$ cat config.mk
export PLATFORM = sky130hd
export DESIGN_NAME = sqrt_iterative
export DESIGN_NICKNAME = d
export VERILOG_FILES = /design/src/rtl/sqrt_iterative.sv
export SDC_FILE = /design/constraint.sdc
export NUM_CORES = 1
export LEC_CHECK = 0
export ABC_CLOCK_PERIOD_IN_PS = 6300
export CAP_MARGIN = 25
export CORE_ASPECT_RATIO = 0.75
export CORE_UTILIZATION = 32
export CTS_CLUSTER_DIAMETER = 60
export CTS_CLUSTER_SIZE = 20
export DETAILED_ROUTE_END_ITERATION = 10
export HOLD_SLACK_MARGIN = 0.03
export MAX_ROUTING_LAYER = met4
export PLACE_DENSITY = 0.59
export SYNTH_ARGS = -nofsm -noshare
export SYNTH_HDL_FRONTEND = slang
export SYNTH_SLANG_ARGS = --single-unit
export TNS_END_PERCENT = 10
$ cat constraint.sdc
create_clock -name clock -period 6.3 [get_ports clock]
set_input_delay 1.26 -clock clock [delete_from_list [all_inputs] [get_ports clock]]
set_output_delay 1.26 -clock clock [all_outputs]
set_load 0.1 [all_outputs]
$ cat src/rtl/sqrt_iterative.sv
// sqrt_iterative: iterative non-restoring integer square root.
// Resolves STEPS_PER_CYCLE root bits per clock and produces floor(sqrt(num))
// together with the non-negative remainder num - sq_root^2.
module sqrt_iterative #(
    parameter int N               = 32,
    parameter int STEPS_PER_CYCLE = 1
) (
    input  logic           clock,
    input  logic           rst_n,
    input  logic           in_valid,
    output logic           in_ready,
    input  logic [N-1:0]   num,
    output logic           out_valid,
    input  logic           out_ready,
    output logic [N/2-1:0] sq_root,
    output logic [N/2:0]   remainder
);

    localparam int HALF = N / 2;
    localparam int RW   = HALF + 2;
    localparam int OW   = HALF + 1;
    localparam int L    = HALF / STEPS_PER_CYCLE;
    localparam int CW   = $clog2(L + 1);

    typedef enum logic [1:0] {
        IDLE,
        CALC,
        DONE
    } state_t;

    state_t state;
    state_t next_state;

    logic [N-1:0]    rad_q;
    logic [N-1:0]    rad_w;
    logic [HALF-1:0] root_q;
    logic [HALF-1:0] root_w;
    logic [RW-1:0]   rem_q;
    logic [RW-1:0]   rem_w;
    logic [RW-1:0]   trial;
    logic [OW-1:0]   fixed_rem;
    logic [CW-1:0]   count;
    logic            accept;
    logic            last_cycle;

    assign last_cycle = (count == CW'(L - 1));

    // State register; reset aborts any computation in flight.
    always_ff @(posedge clock or negedge rst_n) begin
        if (!rst_n) begin
            state <= IDLE;
        end else begin
            state <= next_state;
        end
    end

    // Next-state logic and handshake outputs.
    always_comb begin
        next_state = state;
        in_ready   = 1'b0;
        out_valid  = 1'b0;
        accept     = 1'b0;
        unique case (state)
            IDLE: begin
                in_ready = 1'b1;
                if (in_valid) begin
                    accept     = 1'b1;
                    next_state = CALC;
                end
            end
            CALC: begin
                if (last_cycle) begin
                    next_state = DONE;
                end
            end
            DONE: begin
                out_valid = 1'b1;
                if (out_ready) begin
                    next_state = IDLE;
                end
            end
            default: begin
                next_state = IDLE;
            end
        endcase
    end

    // Unrolled non-restoring steps: the remainder sign picks add or subtract
    // of {root, sign, 1}, and the inverted new sign becomes the next root bit.
    always_comb begin
        rad_w  = rad_q;
        root_w = root_q;
        rem_w  = rem_q;
        trial  = '0;
        for (int i = 0; i < STEPS_PER_CYCLE; i++) begin
            trial = {rem_w[RW-3:0], rad_w[N-1:N-2]};
            if (rem_w[RW-1]) begin
                rem_w = trial + {root_w, 2'b11};
            end else begin
                rem_w = trial - {root_w, 2'b01};
            end
            root_w = {root_w[HALF-2:0], ~rem_w[RW-1]};
            rad_w  = {rad_w[N-3:0], 2'b00};
        end
    end

    // A negative final remainder is pulled back into 0..2*root by adding {root, 1}.
    always_comb begin
        if (rem_w[RW-1]) begin
            fixed_rem = OW'(rem_w + {1'b0, root_w, 1'b1});
        end else begin
            fixed_rem = OW'(rem_w);
        end
    end

    // Datapath registers; the result outputs only change on the last CALC edge.
    always_ff @(posedge clock or negedge rst_n) begin
        if (!rst_n) begin
            rad_q     <= '0;
            root_q    <= '0;
            rem_q     <= '0;
            count     <= '0;
            sq_root   <= '0;
            remainder <= '0;
        end else if (accept) begin
            rad_q  <= num;
            root_q <= '0;
            rem_q  <= '0;
            count  <= '0;
        end else if (state == CALC) begin
            rad_q  <= rad_w;
            root_q <= root_w;
            rem_q  <= rem_w;
            count  <= count + 1'b1;
            if (last_cycle) begin
                sq_root   <= root_w;
                remainder <= fixed_rem;
            end
        end
    end

endmodule

==> summary.txt <==
Synth
  – Xor and xnor area share after synthesis: 0.0670
  – Synth area leaders: dfrtp_1 (45%), nand2_1 (12%), ha_1 (7.2%), xnor2_1 (4.6%), a22oi_1 (3.7%)
  – Adder-cell area share of the yosys netlist: 0.0723
  – Asr flop ratio synth: 1.00
  – Top-count cell post-synth: nand2_1
  – Synthesis-stage register bit count: 105
  – Largest family of logic cells by synthesized area: compound AO/OA/AOI/OAI gates
  – Post-synth EDFFs: 0
  – Post-Syn Area: between 5000 and 6000 um^2
  – Most frequent cells after synthesis: nand2_1 (181), dfrtp_1 (105), o21ai_0 (43)
  – Mapped Nets: 734
  – Main synth FF type: dfrtp_1
  – Number of distinct library cells after synthesis: 55
  – Post-synthesis simple-gate area fraction: 0.182
  – Sequential area share after synthesis: 0.447
  – Mux cell area share after synthesis: 0.0102
  – Compound-gate portion of the synthesized area: 0.188
  – Ys Warns: 0
  – Top-area cell type share of the netlist area: 0.447
  – Syn avg cell area: between 8 and 9 um^2
  – Syn Inst Count: around 660
  – Biggest area consumer among synthesized cells: dfrtp_1

Setup path
  – Worst Setup End Kind: register
  – R2R cell count: 19
  – Kind of cell adding the most delay to the critical path: compound AO/OA/AOI/OAI gates
  – Crit path required time: between 6000 and 7000 ps
  – Slowest cell on crit path: dfrtp_1
  – WS Path Type: reg -> reg
  – Stages on the worst setup path: 19
  – CP Buf/Inv Count: 1
  – Max Fanout on Critical Path: 17
  – Crit-path most repeated cell: o21ai_1
  – Critical Path AT: about 5700 ps
  – Slowest stage delay, CP: 930 ps
  – CP startpoint kind: register
  – CP cell instances: xnor2_1 -> ha_1 -> nand4_1 -> or3_1 -> o21a_4 -> xnor2_4 -> inv_4 -> ha_1 -> nor2b_1 -> o21ai_1 -> a21boi_1 -> o21a_1 -> o21ai_1 -> a221oi_1 -> o21ai_1 -> a21oi_1 -> nor3_1 -> o41ai_1 -> a21o_1

Route
  – Routed wire length: 14100 um
  – Drt pass-1 iters: 4
  – DR vias: around 4800
  – Wire length per cell: ~15 um
  – Drt initial violations: between 300 and 400
  – Routed vias/inst: approximately 4.9
  – Final ANT Viol Nets: 0
  – Residual DRC: 0

Die
  – Die X: 159 um
  – Core Rows: 42
  – Die Footprint: ~19000 um^2
  – Core Region: about 18000 um^2
  – Starting Density: 0.330
  – Die height: 119 um
  – I/O pin count: approximately 70

Timing
  – Setup TNS: 0 ps
  – Final number of setup-violating endpoints: 0
  – Final Hold Viols: 0
  – Max_slew headroom: 0.340
  – RSZ-0062 raised after global routing: no
  – Final period utilization: 0.856
  – Fin crit period: about 5400 ps
  – Tightest Pin Transition: ~990 ps
  – Skew final: a little under 10 ps
  – Final Slew Violations: 0
  – Fmax: 185 MHz

Final layout
  – Fin util: 0.401
  – Area Overhead vs Synth: 21.5%
  – Ant. Diodes: 0
  – Filler instances: about 1800
  – # nets final: ~800
  – Share of cells above drive strength 1: 0.0539
  – Design area: a little over 7000 um^2

Run
  – Max-Cap Viols: 0

CTS
  – H-Tree Depth: 3
  – Post-CTS setup buffer count: 0
  – Clk root buf: clkbuf_16
  – TritonCTS clock tree: built
  – Clk sinks: 105
  – Clock slew at reported path FFs: approximately 80 ps
  – Clk buf depth: 2
  – Num CTS Buffers: 9
  – # resized after CTS: 0
  – Cts-stage hold buffer count: 0
  – Later-pin clock latency in the skew report: about 360 ps

Run status
  – Outcome: finished clean

Place
  – # port buffers: 70
  – Detailed placement HPWL: 9650 um
  – Area after DPL: about 7000 um^2
  – RePlAce Congestion: 0.891

Worst hold path
  – Worst hold stages: 2
  – Min-delay worst type: reg -> reg

GRT
  – Number of global-route vias before repair: between 4000 and 5000
  – GR Overflow Total: 0
  – GRT Overall Usage: 0.163
  – Largest net degree at the start of global routing: 54
  – First-pass GRT wire length: between 20000 and 25000 um
  – Initial antenna violation count: 0
## worst paths after layout
path                                         start                   endpoint  slack, ps
max                          rem_q[17]$_DFFE_PN0P_  remainder[15]$_DFFE_PN0P_        900
min                        sq_root[14]$_DFFE_PN0P_    sq_root[14]$_DFFE_PN0P_        480
max reg2reg                  rem_q[17]$_DFFE_PN0P_  remainder[15]$_DFFE_PN0P_        900
min reg2reg                sq_root[14]$_DFFE_PN0P_    sq_root[14]$_DFFE_PN0P_        480
max in group asynchronous                    rst_n       rem_q[9]$_DFFE_PN0P_       4190
min in group asynchronous                    rst_n    sq_root[15]$_DFFE_PN0P_        960
## final cells by class
type | instances | area (um^2) | share of cell area
Clock buffer | 9 | 225 | 0.0315
Clock inverter | 7 | 103 | 0.0143
Inverter | 18 | 70.1 | 0.00980
Multi-Input combinational cell | 508 | 3070 | 0.430
Sequential cell | 105 | 2630 | 0.367
Tap cell | 242 | 303 | 0.0423
Timing Repair Buffer | 77 | 751 | 0.105
## worst register-to-register path, stage by stage, from the launching register on
cell      delay (ps)
dfrtp_1          930
xnor2_1          190
ha_1             410
nand4_1          150
or3_1            380
o21a_4           220
xnor2_4          490
inv_4            210
ha_1             350
nor2b_1          170
o21ai_1          100
a21boi_1         200
o21a_1           150
o21ai_1          130
a221oi_1         420
o21ai_1          140
a21oi_1          200
nor3_1            60
o41ai_1          310
a21o_1           120
## placed cells by master (no fill, tap or decap), types with 12 or more instances in the layout
cell               n
a21oi_1           24
a22oi_1           29
a21o_1            14
ha_1              34
inv_1             17
nor2_1            29
o21ai_1           12
xnor2_1           31
clkdlybuf4s50_1   69
o21ai_0           43
nand3_1           20
dfrtp_1          105
nand2_1          181
## sequential cells by signal (all words and copies together), names as in the netlist
name and count:
count 5, state 2, root_q 16, remainder 17, rem_q 17, sq_root 16
rad_q 32
## cell families after synthesis
kind of cell               Yosys count
buffers and inverters               51
muxes                                6
adders and majority gates           34
AOI/OAI and AO/OA                  166
xor gates and xnor gates            42
and+or+nand+nor                    260
DFF                                105
## metal layers
layer | global-route usage | up-vias | wire [um]
met2 | 0.233 | 95 | 6310
met4 | 0.0445 | 0 | 126
met3 | 0.0393 | 9 | 540
met1 | 0.229 | 2249 | 7080
met5 | - | - | 0
li1 | - | 2409 | -
## stage by stage
step                hold WS (ps)  cells  worst slack (ps)
floorplan                    446    664              1520
global placement             460    950              1070
detailed placement           463    950              1000
CTS                          484    966               956
global route                 504    966               481
finish                       476    966               905
Power is not shown: default switching activity piles up to over one toggle a cycle in this logic, so the estimate is an artifact.
